File: src/rtl/bcd_day_entry_pkg.sv
// -----------------------------------------------------------------------------
// bcd_day_entry_pkg
// Shared definitions for the BCD day-of-month entry block: FSM state
// encoding, result width and BCD digit limits.
// -----------------------------------------------------------------------------
package bcd_day_entry_pkg;

    typedef enum logic [1:0] {
        ST_IDLE       = 2'd0,   // waiting for the tens digit
        ST_WAIT_UNITS = 2'd1,   // tens captured, waiting for the units digit
        ST_CHECK      = 2'd2    // both digits captured, range check this cycle
    } state_t;

    localparam int DAY_W          = 5;  // binary day value width
    localparam int BIN_W          = 6;  // raw two-digit conversion width
    localparam int BCD_MAX_DIGIT  = 9;  // largest legal BCD digit
    localparam int TENS_MAX_DIGIT = 3;  // largest tens digit a day can have

endpackage

File: src/rtl/bcd_day_entry_bcd2_to_bin.sv
// -----------------------------------------------------------------------------
// bcd2_to_bin
// Combinational two-digit BCD to binary converter: bin_o = tens*10 + units,
// built from shifts and adds. The result is BIN_W bits wide, which covers
// every tens digit up to 5 (so it is also usable for hour/month entry).
//
// Ports:
//   tens_i  [3:0]       tens BCD digit
//   units_i [3:0]       units BCD digit
//   bin_o   [BIN_W-1:0] binary value
// -----------------------------------------------------------------------------
module bcd2_to_bin
    import bcd_day_entry_pkg::*;
(
    input  logic [3:0]       tens_i,
    input  logic [3:0]       units_i,
    output logic [BIN_W-1:0] bin_o
);

    logic [BIN_W-1:0] tens_ext;
    logic [BIN_W-1:0] units_ext;

    assign tens_ext  = {2'b00, tens_i};
    assign units_ext = {2'b00, units_i};

    // tens*10 = tens*8 + tens*2
    assign bin_o = (tens_ext << 3) + (tens_ext << 1) + units_ext;

endmodule

File: src/rtl/bcd_day_entry.sv
// -----------------------------------------------------------------------------
// bcd_day_entry
// Sequential BCD day-of-month entry. Takes a tens digit then a units digit
// on digit_stb, converts them to binary and range-checks the day. A good
// day updates DD with a one-cycle dd_valid pulse; a bad digit or an
// out-of-range day gives a one-cycle err pulse and leaves DD alone.
//
// Ports:
//   clk        system clock, rising edge
//   reset      synchronous, active-high reset (highest priority)
//   digit_in   BCD digit, sampled when digit_stb=1
//   digit_stb  one-cycle digit strobe
//   clear      synchronous abort of the current entry
//   DD         last accepted binary day
//   dd_valid   one-cycle pulse when DD is updated
//   err        one-cycle pulse when an entry is rejected
//   busy       high while in WAIT_UNITS or CHECK
//   tens_q     captured tens digit (display echo)
//   units_q    captured units digit (display echo)
// -----------------------------------------------------------------------------
module bcd_day_entry
    import bcd_day_entry_pkg::*;
#(
    parameter int MIN_DAY = 1,
    parameter int MAX_DAY = 31   // must be <= 31 to fit DAY_W bits
) (
    input  logic             clk,
    input  logic             reset,
    input  logic [3:0]       digit_in,
    input  logic             digit_stb,
    input  logic             clear,
    output logic [DAY_W-1:0] DD,
    output logic             dd_valid,
    output logic             err,
    output logic             busy,
    output logic [3:0]       tens_q,
    output logic [3:0]       units_q
);

    localparam logic [BIN_W-1:0] MIN_V     = BIN_W'(MIN_DAY);
    localparam logic [BIN_W-1:0] MAX_V     = BIN_W'(MAX_DAY);
    localparam logic [3:0]       TENS_MAX  = 4'(TENS_MAX_DIGIT);
    localparam logic [3:0]       UNITS_MAX = 4'(BCD_MAX_DIGIT);

    state_t           state_q;
    logic [DAY_W-1:0] dd_q;
    logic             dd_valid_q;
    logic             err_q;
    logic             busy_q;
    logic [3:0]       tens_digit_q;
    logic [3:0]       units_digit_q;
    logic [BIN_W-1:0] value_d;
    logic             in_range_d;

    bcd2_to_bin u_bcd2_to_bin (
        .tens_i  (tens_digit_q),
        .units_i (units_digit_q),
        .bin_o   (value_d)
    );

    assign in_range_d = (value_d >= MIN_V) && (value_d <= MAX_V);

    always_ff @(posedge clk) begin
        // NOTE: all state here uses non-blocking assignments so every register
        // sees the pre-edge values of the others, independent of statement order.
        // The pulse outputs default low each cycle and are only raised below.
        dd_valid_q <= 1'b0;
        err_q      <= 1'b0;

        if (reset) begin
            state_q       <= ST_IDLE;
            dd_q          <= '0;
            tens_digit_q  <= '0;
            units_digit_q <= '0;
            busy_q        <= 1'b0;
        end else if (clear) begin
            // Abort: a coincident digit strobe is dropped, DD is kept.
            state_q       <= ST_IDLE;
            tens_digit_q  <= '0;
            units_digit_q <= '0;
            busy_q        <= 1'b0;
        end else begin
            unique case (state_q)
                ST_IDLE: begin
                    if (digit_stb) begin
                        if (digit_in > TENS_MAX) begin
                            err_q <= 1'b1;
                        end else begin
                            tens_digit_q  <= digit_in;
                            units_digit_q <= '0;
                            state_q       <= ST_WAIT_UNITS;
                            busy_q        <= 1'b1;
                        end
                    end
                end

                ST_WAIT_UNITS: begin
                    if (digit_stb) begin
                        if (digit_in > UNITS_MAX) begin
                            err_q   <= 1'b1;
                            state_q <= ST_IDLE;
                            busy_q  <= 1'b0;
                        end else begin
                            units_digit_q <= digit_in;
                            state_q       <= ST_CHECK;
                        end
                    end
                end

                ST_CHECK: begin
                    // Any strobe arriving here is deliberately ignored.
                    if (in_range_d) begin
                        dd_q       <= value_d[DAY_W-1:0];
                        dd_valid_q <= 1'b1;
                    end else begin
                        err_q <= 1'b1;
                    end
                    state_q <= ST_IDLE;
                    busy_q  <= 1'b0;
                end

                default: begin
                    state_q <= ST_IDLE;
                    busy_q  <= 1'b0;
                end
            endcase
        end
    end

    assign DD       = dd_q;
    assign dd_valid = dd_valid_q;
    assign err      = err_q;
    assign busy     = busy_q;
    assign tens_q   = tens_digit_q;
    assign units_q  = units_digit_q;

endmodule
File: config.mk
export PLATFORM = sky130hd
export DESIGN_NAME = bcd_day_entry
export DESIGN_NICKNAME = d
export VERILOG_FILES = /design/src/rtl/bcd_day_entry_pkg.sv /design/src/rtl/bcd_day_entry_bcd2_to_bin.sv /design/src/rtl/bcd_day_entry.sv
export SDC_FILE = /design/constraint.sdc
export NUM_CORES = 1
export LEC_CHECK = 0
export CORE_MARGIN = 2
export CORE_UTILIZATION = 43
export CTS_CLUSTER_DIAMETER = 150
export DETAILED_ROUTE_END_ITERATION = 10
export HOLD_SLACK_MARGIN = 0.05
export PLACE_DENSITY = 0.79
export REMOVE_ABC_BUFFERS = 1
export SYNTH_ARGS = -nofsm -noshare
export SYNTH_HDL_FRONTEND = slang
export SYNTH_SLANG_ARGS = --single-unit
export TNS_END_PERCENT = 50
File: constraint.sdc
create_clock -name clk -period 2.35 [get_ports clk]
set_clock_uncertainty 0.1 [all_clocks]
set_input_delay 0.5875 -clock clk [delete_from_list [all_inputs] [get_ports clk]]
set_output_delay 0.5875 -clock clk [all_outputs]
set_load 0.02 [all_outputs]
== Word level (Yosys, flattened, before mapping) ==
Cells that the tools add are included.
W data, S select, Z words.
Word-level totals
  bits in registers: 18
  latch bits: 0
  memory bits (writable): 0
  memory bits (read-only): 0
  bits of input ports: 8
  output and inout port bits: 16
  logic and storage cells: 55
  memories: 0
Operators by class
  add/sub/neg operators: 2
  multiply operators: 0
  divide/modulo/power cells: 0
  magnitude comparators: 4
  equal/unequal tests: 7
  shift-type cells: 0
  muxes and demuxes: 22
  bitwise logic cells: 3
  reduce and logical (&&, ||, !) cells: 10
Operator list (count)
  $mux W4: 4
  $mux W1: 10
  $ne A2 B2 Y1 const B: 5
  $reduce_and A3 Y1: 3
  $mux W2: 4
  $pmux W4 S2: 1
  $add A6 B4 Y6: 1
  $add A6 B5 Y6: 1
  $ge A6 B1 Y1 const B: 1
  $le A6 B5 Y1 const B: 1
  $reduce_and A5 Y1: 1
  $gt A4 B2 Y1 const B: 1
  $gt A4 B4 Y1 const B: 1
  $pmux W2 S2: 1
  $reduce_and A4 Y1: 1
  $not A1 Y1: 3
  $pmux W1 S3: 1
  $reduce_or A3 Y1: 1
  $eq A2 B1 Y1 const B: 1
  $eq A2 B2 Y1 const B: 1
  $logic_not A2 Y1: 1
  $pmux W1 S2: 1
  $reduce_bool A2 Y1: 1
  $reduce_or A2 Y1: 1
  $logic_and A1 B1 Y1: 1

== Longest topological paths before layout ==
Gate-level depths: netlist (run 1).
  depth after elaboration: 6
  depth in mapped cells: 8
  gate-level depth less buffers: 8

== Modules after synthesis ==
Synthesis (run 1) repeated with hierarchy kept, for this count alone.
Second synthesis, totals
  cell total of the unflattened synthesis: 106
  area total of the unflattened synthesis: 969.7 um^2
By module, submodules not included
  bcd_day_entry: times used 1, cells an instance 84, area an instance 774.5 um^2
  bcd2_to_bin: times used 1, cells an instance 22, area an instance 195.2 um^2

== Least setup slack after synthesis (run 1) ==
Ideal clock, no wire load.
  kind: register to register
  from: register tens_digit_q[2], in the netlist tens_q[2]
  to: register dd_q[4], in the netlist DD[4]
  arrival: 2.404 ns
  setup slack: -0.284 ns
  cell stages (with the launch flop): 9
  path buffers: 0
  period minus slack after synthesis: 2.634 ns
  path through: dfxtp_1 -> inv_1 -> fa_1 -> inv_1 -> ha_1 -> and3_4 -> or4b_4 -> a21oi_4 -> o32ai_1
On the way
  cells in the longest elaborated chain, start to end: 5
  elaborated cells between the ends (all ways): 6
  those cells by class: 2 x add/sub; 2 x order compare; 2 x reduce/logical
RTL lines
  start, declared: line bcd_day_entry.sv:50  | logic [3:0] tens_digit_q;
  start signal, assigned: line bcd_day_entry.sv:89  | tens_digit_q <= digit_in;
  $add A6 B5 Y6 *: line bcd_day_entry_bcd2_to_bin.sv:27  | assign bin_o = (tens_ext << 3) + (tens_ext << 1) + units_ext;
  $add A6 B4 Y6 *: line bcd_day_entry_bcd2_to_bin.sv:27
  $ge A6 B1 Y1 / $le A6 B5 Y1 (equally long branches): line bcd_day_entry.sv:61  | assign in_range_d = (value_d >= MIN_V) && (value_d <= MAX_V);
  $logic_and A1 B1 Y1: line bcd_day_entry.sv:61
  $reduce_and A3 Y1 (no source line)
  end signal, assigned: line bcd_day_entry.sv:113  | dd_q <= value_d[DAY_W-1:0];
  end, declared: line bcd_day_entry.sv:46  | logic [DAY_W-1:0] dd_q;
Mark *: on every way between the ends. The rest lies on a longest branch, timed or not.
A chain may end at the register's enable or synchronous reset.

== Worst setup path in the final report (run 1) ==
  from: register units_digit_q[3], in the netlist units_q[3]
  to: register dd_q[4], in the netlist DD[4]
On the way
  cells in the longest elaborated chain, start to end: 4
  elaborated cells between the ends (all ways): 5
  those cells by class: 1 x add/sub; 2 x order compare; 2 x reduce/logical
RTL lines
  start, declared: line bcd_day_entry.sv:51  | logic [3:0] units_digit_q;
  start signal, assigned: line bcd_day_entry.sv:104  | units_digit_q <= digit_in;
  $add A6 B4 Y6 *: line bcd_day_entry_bcd2_to_bin.sv:27
  $ge A6 B1 Y1 / $le A6 B5 Y1 (equally long branches): line bcd_day_entry.sv:61
  $logic_and A1 B1 Y1: line bcd_day_entry.sv:61
  $reduce_and A3 Y1 (no source line)
Marks and branches as above.

==> results.txt, run 1 <==
----------------------------------------------------
[Pwr]
  Fraction of power spent switching nets ... approximately a quarter
  Switching Power ... ~130 uW
  Share of power burned in combinational logic ... around a tenth
  Power density over the cells ... ~400 nW/um^2
  Leakage power summed over all cells ... between 0.5 and 0.6 nW
  Peak supply drop ... roughly 0.00032 V
  Internal power contribution ... 427 uW
  Clock network power share ... between 30% and 40%
  Power share of the sequential group ... a little under three fifths

[GRT]
  Initial antenna violation count ... 0
  Total routing resource utilization after global routing ... 19.0%
  Via count of the first global-routing pass ... just under 900
  Pin count of the biggest net entering global routing ... 11
  First-pass GRT wire length ... roughly 3.8 mm
  Global-route congestion overflow total ... 0

[Placed design]
  Detailed Place HPWL ... roughly 1.7 mm
  Quantity of I/O buffers inserted on ports ... 23
  Number of placed instances with taps included ... about 170
  Routability congestion estimate ... 0.870

[Routing]
  Count of routing violations after the opening detailed-route iteration ... 15
  Residual DRC ... 0
  Wire length per cell after detailed routing ... about 13 um
  Via total after detailed routing ... approximately 930
  Mean number of vias per cell ... about 5.4
  Final Routed Wirelength ... ~2.3 mm
  Count of TritonRoute iterations in the first routing pass ... 4
  Post-detailed-route count of antenna-violating nets ... 0

[Min path]
  Path class of the lowest-slack min-delay path ... register to register

[Die]
  Row cnt ... 17
  Top-level I/O count ... 24
  Initial core utilization ... a little under half
  Core ar. ... about 2200 um^2
  Overall die area ... approximately 2700 um^2
  Die span in y ... 51.9 um
  Width of the die ... about 52 um

[Synthesis]
  Cell taking the most area after synthesis ... sky130_fd_sc_hd__dfxtp_1
  Average footprint of a synthesized cell ... 9.07 um^2
  Fraction of registers with async set or reset after synthesis ... 0%
  Number of enable-type register cells in the synthesized netlist ... 0
  Ys Warns ... 0
  Sequential cell area fraction in the yosys report ... around 36%
  FF+latch count, synth ... 18
  Most used flip-flop cell after synthesis ... sky130_fd_sc_hd__dfxtp_1
  Cell types with the largest area share after synthesis ... sky130_fd_sc_hd__dfxtp_1 36%, sky130_fd_sc_hd__ha_1 7.6%, sky130_fd_sc_hd__inv_1 4.9%
  Share of the synthesized area in the top cell type ... between 30% and 40%
  Count of different cell masters after synthesis ... 38
  Netlist Area Pre-Place ... between 900 and 1000 um^2
  Number of instances in the synthesized netlist ... about 110

[Final layout]
  Leading cell type in the layout, fill and taps excluded ... sky130_fd_sc_hd__clkdlybuf4s50_1
  Area delta synth->final ... 40.1%
  Multi-input combinational cell area ... 596 um^2
  Share of final-layout standard cells stronger than drive strength 1 ... between 20% and 30%
  Commonest cells after routing, fill and taps aside ... 23 x sky130_fd_sc_hd__clkdlybuf4s50_1, 15 x sky130_fd_sc_hd__dfxtp_1, 11 x sky130_fd_sc_hd__inv_1
  Non-filler instance count after layout ... about 170
  Number of antenna cells inserted ... 0
  Finished Core Util ... ~63%
  Nets@finish ... 160
  Sequential cell area in the final layout ... roughly 360 um^2
  Layout fillers ... roughly 190

[Setup path]
  Data arrival, critical path ... 2.53 ns
  Launching element type of the critical path ... register
  CP Cell Sequence ... inv_2 > fa_1 > inv_2 > ha_4 > a21o_1 > or4b_4 > a21oi_4 > o32ai_1
  Maximum cell stage delay along the critical path ... 0.56 ns
  Maximum fanout encountered on the critical timing path ... 5
  Worst Setup End Kind ... register
  Slowest stage cell on the critical path ... sky130_fd_sc_hd__or4b_4
  Worst Path Required ... between 2 and 2.5 ns
  Crit-path most repeated cell ... sky130_fd_sc_hd__inv_2
  Critical path type ... register to register

[Clocking]
  Clk_lat worst skew ... ~0.30 ns
  H-tree depth ... 1
  Post-cts hold buffer count ... 0
  Clock tree from TritonCTS ... done
  Clock transition at the registers of the reported paths ... roughly 0.10 ns
  Post-CTS setup-driven buffer insertion count ... 0
  Maximum number of buffers from clock root to sink ... 2
  Clk root buf ... sky130_fd_sc_hd__clkbuf_4
  Clock sinks ... 18
  Clock buffers created by TritonCTS ... 3

[STA]
  Final Cycle Share ... 104%
  Final setup margin ... -0.0921 ns
  Final Hold Slack ... around 0.38 ns
  Final hold viol count ... 0
  Slew at the pin closest to its max-slew limit ... ~0.37 ns
  RSZ-0062 raised after global routing ... yes
  Worst slew margin ... around 75%
  Final critical-path required period ... about 2.4 ns
  Maximum achievable frequency ... 409 MHz
  Setup-violating endpoint count in the final report ... 5
  Max Transition Viols Final ... 0

[Run status]
  Violated checks ... negative setup slack
  Outcome ... finished, violations left

[Job]
  Max-capacitance violation count ... 0

----------------------------------------------------
[flip-flops by register name, summed over array words and instances, names as in the netlist]
register and cells:
dd_valid 1, err 1, state_q 2, busy 1, DD 5, tens_q 4, units_q 4
[timing repair]
action	4_1_cts	5_1_grt
pin swaps	9	3
gates resized for setup	7	3
setup endpoints to repair	7	7
[layout make-up]
cell class,instances,share of cell area [%]
flip-flops and latches,18,26.3
inverters,13,3.52
repair buffers,33,22.0
clock buffers,4,2.62
well taps,28,2.53
multi-input cells,75,43.0
[cell usage after synthesis (2+ instances only)]
library cell / number
sky130_fd_sc_hd__inv_1: 13
sky130_fd_sc_hd__dfxtp_1: 18
sky130_fd_sc_hd__a21o_1: 2
sky130_fd_sc_hd__o32ai_1: 5
sky130_fd_sc_hd__and2b_1: 2
sky130_fd_sc_hd__a21oi_1: 8
sky130_fd_sc_hd__nand2b_1: 4
sky130_fd_sc_hd__o21ai_0: 7
sky130_fd_sc_hd__and3_1: 2
sky130_fd_sc_hd__nand3_1: 4
sky130_fd_sc_hd__nand4_1: 4
sky130_fd_sc_hd__ha_1: 6
sky130_fd_sc_hd__nor2_1: 3
sky130_fd_sc_hd__fa_1: 2
sky130_fd_sc_hd__xnor2_1: 2
sky130_fd_sc_hd__nand2_1: 5
[per-layer routing]
layer	part of all wire (%)	GRT usage (%)
met5	0	0
met4	1.3	7.89
met3	4.7	3.45
met2	46	31.2
met1	48	24.3
[power by group through the flow]
stage | Combinational, mW | Sequential [mW] | Clock, mW
detailed placement | 0.0536 | 0.315 | 0
global placement | 0.0523 | 0.315 | 0
global route | 0.0600 | 0.309 | 0.219
CTS | 0.0547 | 0.308 | 0.201
finish | 0.0561 | 0.308 | 0.193
floorplan | 0.0217 | 0.317 | 0
[cell families after synthesis]
kind of cell / Yosys count / share of synthesized area (%)
compound gates: 30 / 21.6
xor+xnor: 3 / 2.66
fa+ha+maj: 8 / 11.6
buf+inv: 16 / 6.46
flops: 18 / 36.5
simple gates: 34 / 21.1
[through the flow]
stage                     TNS, ns  instance area, um^2  worst slack (ns)  total power, mW
final                      -0.396                 1390           -0.0921            0.557
after global routing       -0.821                 1390            -0.173            0.588
after CTS                  -0.221                 1380           -0.0598            0.564
after detailed placement    -1.20                 1310            -0.235            0.369
after global placement     -0.534                 1310            -0.108            0.368
after floorplan             -1.61                  973            -0.284            0.339
[path summary, 6_finish.rpt]
kind	start	to	slack, ns	depth (start not counted)
worst max-delay path	units_q[3]	DD[4]	-0.09	8
worst min-delay path	DD[4]	DD[4]	0.38	2
worst max register to register	units_q[3]	DD[4]	-0.09	8
worst min register to register	DD[4]	DD[4]	0.38	2
[worst max-delay path: cells and delay by family (launching register included)]
kind | cells | cell delay, ns
adder cells (fa/ha/maj) | 2 | 0.70
AND/OR/NAND/NOR | 1 | 0.56
AO/OA/AOI/OAI | 3 | 0.52
flip-flops | 1 | 0.35
buffers and inverters | 2 | 0.10
No activity file was read; power rests on OpenSTA's default activity.
==> inputs of run 2 (changes only) <==
CAP_MARGIN = 20   (was default)
CORE_ASPECT_RATIO = 0.8   (was default)
GPL_TIMING_DRIVEN = 0   (was default)
==> results.txt, run 2 (synthesized netlist as in run 1, its figures left out) <==
----------------------------------------------------
[Clocking]
  H-tree depth ... 1
  Clk root buf ... sky130_fd_sc_hd__clkbuf_4
  Clock transition at the registers of the reported paths ... between 0.1 and 0.15 ns
  Clock sinks ... 18
  Maximum number of buffers from clock root to sink ... 2
  Clk_lat worst skew ... 0.29 ns
  Clock buffers created by TritonCTS ... 3
  Clock tree from TritonCTS ... done

[GRT]
  Via count of the first global-routing pass ... 877
  Initial antenna violation count ... 0
  Total routing resource utilization after global routing ... 19.9%
  Pin count of the biggest net entering global routing ... 11
  Global-route congestion overflow total ... 0
  First-pass GRT wire length ... 3.97 mm

[Setup path]
  Worst Path Required ... 2.44 ns
  Worst Setup End Kind ... register
  Sum of buffers and inverters on the critical path ... 2
  Crit-path leading delay family ... adder cells
  Launching element type of the critical path ... register
  Crit-path most repeated cell ... sky130_fd_sc_hd__inv_2
  CP Cell Sequence ... inv_2 > fa_1 > inv_2 > ha_4 > a21o_1 > or4b_4 > a21oi_4 > o32ai_2
  Maximum fanout encountered on the critical timing path ... 5
  Reg2Reg Launch Point ... units_q[3]
  Worst setup path start ... units_q[3]
  Critical path type ... register to register
  Slowest stage cell on the critical path ... sky130_fd_sc_hd__or4b_4
  Data arrival, critical path ... roughly 2.6 ns
  Maximum cell stage delay along the critical path ... between 0.5 and 0.6 ns

[STA]
  Max Transition Viols Final ... 0
  Final Cycle Share ... 106%
  Maximum achievable frequency ... 402 MHz
  Slew at the pin closest to its max-slew limit ... about 0.43 ns
  RSZ-0062 raised after global routing ... yes
  Final setup margin ... -0.135 ns
  Final hold viol count ... 0
  Setup-violating endpoint count in the final report ... 6
  Final critical-path required period ... around 2.5 ns
  Worst slew margin ... between 70% and 80%

[Pwr]
  Power density over the cells ... between 300 and 400 nW/um^2
  Switching Power ... 130 uW
  Fraction of power spent switching nets ... a little under a quarter
  Clock network power share ... between 30% and 40%
  Power share of the sequential group ... between 50% and 60%
  Share of power burned in combinational logic ... a little under a tenth
  Internal power contribution ... 424 uW
  Peak supply drop ... between 0.0003 and 0.0004 V
  Leakage power summed over all cells ... approximately 0.54 nW

[Job]
  Max-capacitance violation count ... 0

[Placed design]
  Routability congestion estimate ... 0.847
  Detailed Place HPWL ... between 1.5 and 2 mm
  Post-place setup slack ... -0.328 ns
  Quantity of I/O buffers inserted on ports ... 23
  Dpl cell area ... 1230 um^2

[Die]
  Top-level I/O count ... 24
  Row cnt ... 15
  Overall die area ... 2700 um^2
  Core ar. ... about 2200 um^2
  Width of the die ... about 58 um
  Die span in y ... between 40 and 50 um
  Initial core utilization ... 45.8%

[Routing]
  Count of routing violations after the opening detailed-route iteration ... 9
  Residual DRC ... 0
  Via total after detailed routing ... between 900 and 1,000
  Wire length per cell after detailed routing ... 14.4 um
  Count of TritonRoute iterations in the first routing pass ... 4
  Post-detailed-route count of antenna-violating nets ... 0
  Final Routed Wirelength ... 2.37 mm
  Mean number of vias per cell ... 5.59

[Min path]
  Launch instance of the worst min-delay path ... DD[0]
  Path class of the lowest-slack min-delay path ... register to register

[Final layout]
  Commonest cells after routing, fill and taps aside ... 23 x sky130_fd_sc_hd__clkdlybuf4s50_1, 15 x sky130_fd_sc_hd__dfxtp_1, 10 x sky130_fd_sc_hd__inv_1
  Number of antenna cells inserted ... 0
  Number of flip-flops in the largest register ... 5
  Finished Core Util ... around 65%
  Nets@finish ... approximately 160
  Share of final-layout standard cells stronger than drive strength 1 ... ~22%
  Layout fillers ... 190
  Leading cell type in the layout, fill and taps excluded ... sky130_fd_sc_hd__clkdlybuf4s50_1
  Finished layout cell area ... between 1000 and 1500 um^2
  Area delta synth->final ... 41.4%

[Run status]
  Violated checks ... negative setup slack
  Outcome ... finished, violations left

----------------------------------------------------
-- run 2: area by class of cell --
class                           instances  area (um^2)  share of cell area, %
Timing Repair Buffer                   30          283                   20.2
Inverter                               13         48.8                   3.49
Clock buffer                            4         36.3                   2.60
Tap cell                               25         31.3                   2.24
Sequential cell                        18          367                   26.2
Multi-Input combinational cell         75          632                   45.2
-- run 2: metrics by stage --
stage / power [mW] / std cells / hold slack (ns) / TNS, ns
2_1_floorplan: 0.339 / 106 / 0.431 / -1.61
3_3_place_gp: 0.364 / 154 / 0.365 / -1.55
3_5_place_dp: 0.365 / 154 / 0.370 / -1.83
4_1_cts: 0.563 / 165 / 0.388 / -0.353
5_1_grt: 0.577 / 165 / 0.417 / -0.971
6_report: 0.554 / 165 / 0.385 / -0.618
-- run 2: what timing repair did --
action,in CTS,in global routing
setup endpoints to repair,7,7
pin swaps,7,1
cloned,0,0
hold endpoints to repair,0,0
resized for setup,13,2
setup buffers,7,0
hold buffers,0,0
-- run 2: metal layers --
layer	track usage (%)	up-vias	part of all wire [%]	wire length, um
met1	24.8	436	45	1070
met4	5.58	0	1.3	31
li1	-	459	-	-
met3	5.23	4	3.9	93
met2	34.8	24	50	1180
met5	0	-	0	0
-- run 2: tightest hold or removal path, cell delays in order, from the launching register on --
cell and delay (ns):
sky130_fd_sc_hd__dfxtp_1 0.33, sky130_fd_sc_hd__inv_1 0.04, sky130_fd_sc_hd__o32ai_1 0.07
-- run 2: final timing paths --
check	to	slack, ns	depth (start not counted)
worst max-delay path	DD[4]	-0.13	8
worst min-delay path	DD[0]	0.38	2
worst max register to register	DD[4]	-0.13	8
worst min register to register	DD[0]	0.38	2
-- run 2: power groups by stage --
stage	Sequential [mW]	Combinational (mW)	Clock, mW
CTS	0.307	0.0519	0.203
global route	0.308	0.0584	0.211
detailed placement	0.315	0.0495	0
finish	0.307	0.0531	0.194
floorplan	0.317	0.0217	0
global placement	0.315	0.0486	0
==> inputs of run 3 (changes only) <==
ABC_AREA = 1   (was default)
CELL_PAD_IN_SITES_DETAIL_PLACEMENT = 0   (was default)
CELL_PAD_IN_SITES_GLOBAL_PLACEMENT = 1   (was default)
CORE_UTILIZATION = 30   (was 43)
PLACE_DENSITY = 0.78   (was 0.79)
==> results.txt, run 3 <==
----------------------------------------------------
[Run status]
  Outcome ... complete, no violations

[Final layout]
  Number of antenna cells inserted ... 0
  Finished layout cell area ... roughly 1400 um^2
  Share of final-layout standard cells stronger than drive strength 1 ... 14.0%
  Non-filler instance count after layout ... 219
  Commonest cells after routing, fill and taps aside ... 47 x sky130_fd_sc_hd__nand2_1, 25 x sky130_fd_sc_hd__inv_1, 23 x sky130_fd_sc_hd__clkdlybuf4s50_1
  Nets@finish ... between 150 and 200
  Leading cell type in the layout, fill and taps excluded ... sky130_fd_sc_hd__nand2_1
  Number of flip-flops in the largest register ... 5
  Area delta synth->final ... 37.1%

[Pwr]
  Peak supply drop ... between 0.00015 and 0.0002 V
  Internal power contribution ... 492 uW
  Power share of the sequential group ... 48.1%
  Total power consumption of the routed design ... between 600 and 700 uW
  Leakage power summed over all cells ... 0.680 nW
  Share of power burned in combinational logic ... between 10 and 15%
  Switching Power ... 159 uW
  Fraction of power spent switching nets ... around 24%
  Clock network power share ... roughly two fifths
  Power density over the cells ... ~470 nW/um^2

[Synthesis]
  Netlist Area Pre-Place ... about 1000 um^2
  Most used flip-flop cell after synthesis ... sky130_fd_sc_hd__dfxtp_1
  Library cell with the highest instance count after synthesis ... sky130_fd_sc_hd__nand2_1
  Number of instances in the synthesized netlist ... between 150 and 200
  Sequential cell area fraction in the yosys report ... between 30% and 40%
  Cell taking the most area after synthesis ... sky130_fd_sc_hd__dfxtp_1
  FF+latch count, synth ... 18
  Average footprint of a synthesized cell ... roughly 6.7 um^2
  Fraction of registers with async set or reset after synthesis ... 0%
  Number of enable-type register cells in the synthesized netlist ... 0
  Share of the synthesized area in the top cell type ... a little over a third
  Count of different cell masters after synthesis ... 21
  Cell types with the largest area share after synthesis ... sky130_fd_sc_hd__dfxtp_1 36%, sky130_fd_sc_hd__nand2_1 18%, sky130_fd_sc_hd__inv_1 10%
  Ys Warns ... 0
  Leading cell types by count after synthesis ... 49 x sky130_fd_sc_hd__nand2_1, 28 x sky130_fd_sc_hd__inv_1, 22 x sky130_fd_sc_hd__nor2_1

[Min path]
  Path class of the lowest-slack min-delay path ... register to register

[Die]
  Row cnt ... 18
  Die span in y ... approximately 56 um
  Initial core utilization ... between 30% and 40%
  Core ar. ... about 3200 um^2
  Width of the die ... about 69 um
  Top-level I/O count ... 24
  Overall die area ... between 3000 and 4000 um^2

[Placed design]
  Routability congestion estimate ... roughly 0.81
  Quantity of I/O buffers inserted on ports ... 23
  Detailed Place HPWL ... approximately 1.7 mm
  Dpl cell area ... 1270 um^2
  Post-place setup slack ... -0.202 ns
  Number of placed instances with taps included ... 212

[STA]
  Setup-violating endpoint count in the final report ... 0
  Max Transition Viols Final ... 0
  Final hold viol count ... 0
  RSZ-0062 raised after global routing ... yes
  Final setup margin ... just under 0.07 ns
  Maximum achievable frequency ... ~440 MHz
  Slew at the pin closest to its max-slew limit ... ~0.28 ns
  Worst slew margin ... around four fifths
  Final critical-path required period ... roughly 2.3 ns
  Final Cycle Share ... a little under 100%
  Final Hold Slack ... approximately 0.38 ns

[Job]
  Max-capacitance violation count ... 0

[Clocking]
  Clock sinks ... 18
  H-tree depth ... 1
  Clock buffers created by TritonCTS ... 3
  Clock tree from TritonCTS ... done
  Post-cts hold buffer count ... 0
  Clk_lat worst skew ... around 0.25 ns
  Clock transition at the registers of the reported paths ... approximately 0.07 ns
  Clk root buf ... sky130_fd_sc_hd__clkbuf_8
  Maximum number of buffers from clock root to sink ... 2

[GRT]
  Initial antenna violation count ... 0
  First-pass GRT wire length ... 3.69 mm
  Pin count of the biggest net entering global routing ... 11
  Via count of the first global-routing pass ... ~840
  Total routing resource utilization after global routing ... approximately an eighth
  Global-route congestion overflow total ... 0

[Setup path]
  Worst Path Required ... 2.40 ns
  Critical path type ... register to register
  Worst Setup End Kind ... register
  Data arrival, critical path ... around 2.3 ns
  Launching element type of the critical path ... register
  Maximum fanout encountered on the critical timing path ... 6

[Routing]
  Count of routing violations after the opening detailed-route iteration ... 50
  Final Routed Wirelength ... ~2.2 mm
  Via total after detailed routing ... approximately 940
  Wire length per cell after detailed routing ... between 9 and 10 um
  Residual DRC ... 0
  Count of TritonRoute iterations in the first routing pass ... 4
  Post-detailed-route count of antenna-violating nets ... 0
  Mean number of vias per cell ... between 4 and 5

----------------------------------------------------
## run 3: cell count changes in the layout (fill, tap and decap cells not counted), moves of 3 or more
cell                       change
sky130_fd_sc_hd__nand4_1       -4
sky130_fd_sc_hd__a21oi_1       -3
sky130_fd_sc_hd__nand2_1      +42
sky130_fd_sc_hd__buf_4         -5
sky130_fd_sc_hd__o32ai_1       -3
sky130_fd_sc_hd__clkbuf_8      +3
sky130_fd_sc_hd__clkbuf_4      -3
sky130_fd_sc_hd__nand3_1       +4
sky130_fd_sc_hd__nor2_1       +18
sky130_fd_sc_hd__inv_1        +15
sky130_fd_sc_hd__o21ai_0       -6
sky130_fd_sc_hd__nor2_2        +3
sky130_fd_sc_hd__nand2b_1      -4
## run 3: metrics by stage
stage                     TNS [ns]  utilization [%]
final                            0             43.9
after global routing        -0.325             43.9
after CTS                        0             43.7
after detailed placement     -1.03             40.3
after global placement       -1.19             40.3
after floorplan             -0.677                -
## run 3: path summary, 6_finish.rpt
kind,startpoint,cells past startpoint,slack [ns],end
setup / recovery,tens_q[0],12,0.07,DD[1]
setup reg to reg,tens_q[0],12,0.07,DD[1]
hold / removal,busy,2,0.38,busy
hold reg to reg,busy,2,0.38,busy
## run 3: cell families after synthesis
logic type               after synthesis  share of synthesized area (%)
adder cells (fa/ha/maj)                8                           11.4
AO/OA/AOI/OAI                          8                           4.58
buffers and inverters                 32                           13.0
flip-flops                            18                           35.7
AND/OR/NAND/NOR                       85                           35.3
## run 3: cell type report
cell class	count	area, um^2
Inverter	30	113
Tap cell	40	50.0
Timing Repair Buffer	25	245
Fill cell	346	1770
Clock buffer	4	55.1
Multi-Input combinational cell	102	556
Sequential cell	18	365
## run 3: repair_timing
action | in CTS | in global routing
buffers inserted | 2 | 0
endpoints found under the hold margin | 0 | 0
gates cloned | 1 | 0
resized for setup | 5 | 7
endpoints found under the setup margin | 6 | 6
pin swaps | 2 | 2
## run 3: critical path, cell delays in order, from the launching register on
cell                      delay (ns)
sky130_fd_sc_hd__dfxtp_2        0.34
sky130_fd_sc_hd__inv_2          0.04
sky130_fd_sc_hd__fa_1           0.55
sky130_fd_sc_hd__inv_2          0.05
sky130_fd_sc_hd__fa_1           0.45
sky130_fd_sc_hd__inv_1          0.07
sky130_fd_sc_hd__nand2_1        0.05
sky130_fd_sc_hd__nor2_1         0.14
sky130_fd_sc_hd__nand2_2        0.12
sky130_fd_sc_hd__nand4_4        0.13
sky130_fd_sc_hd__nand2_1        0.06
sky130_fd_sc_hd__nand2_1        0.05
sky130_fd_sc_hd__nor2_1         0.04
## run 3: routing by layer
layer / track usage [%] / part of all wire, %
met1: 18.5 / 52
met4: 5.04 / 2.0
met3: 1.82 / 4.2
met2: 18.0 / 42
met5: 0 / 0
## run 3: power by group through the flow
stage          Combinational, mW  Clock [mW]  Sequential, mW
2_1_floorplan             0.0379           0           0.324
3_3_place_gp              0.0753           0           0.320
3_5_place_dp              0.0753           0           0.320
4_1_cts                   0.0814       0.266           0.313
5_1_grt                   0.0911       0.274           0.314
6_report                  0.0811       0.257           0.313
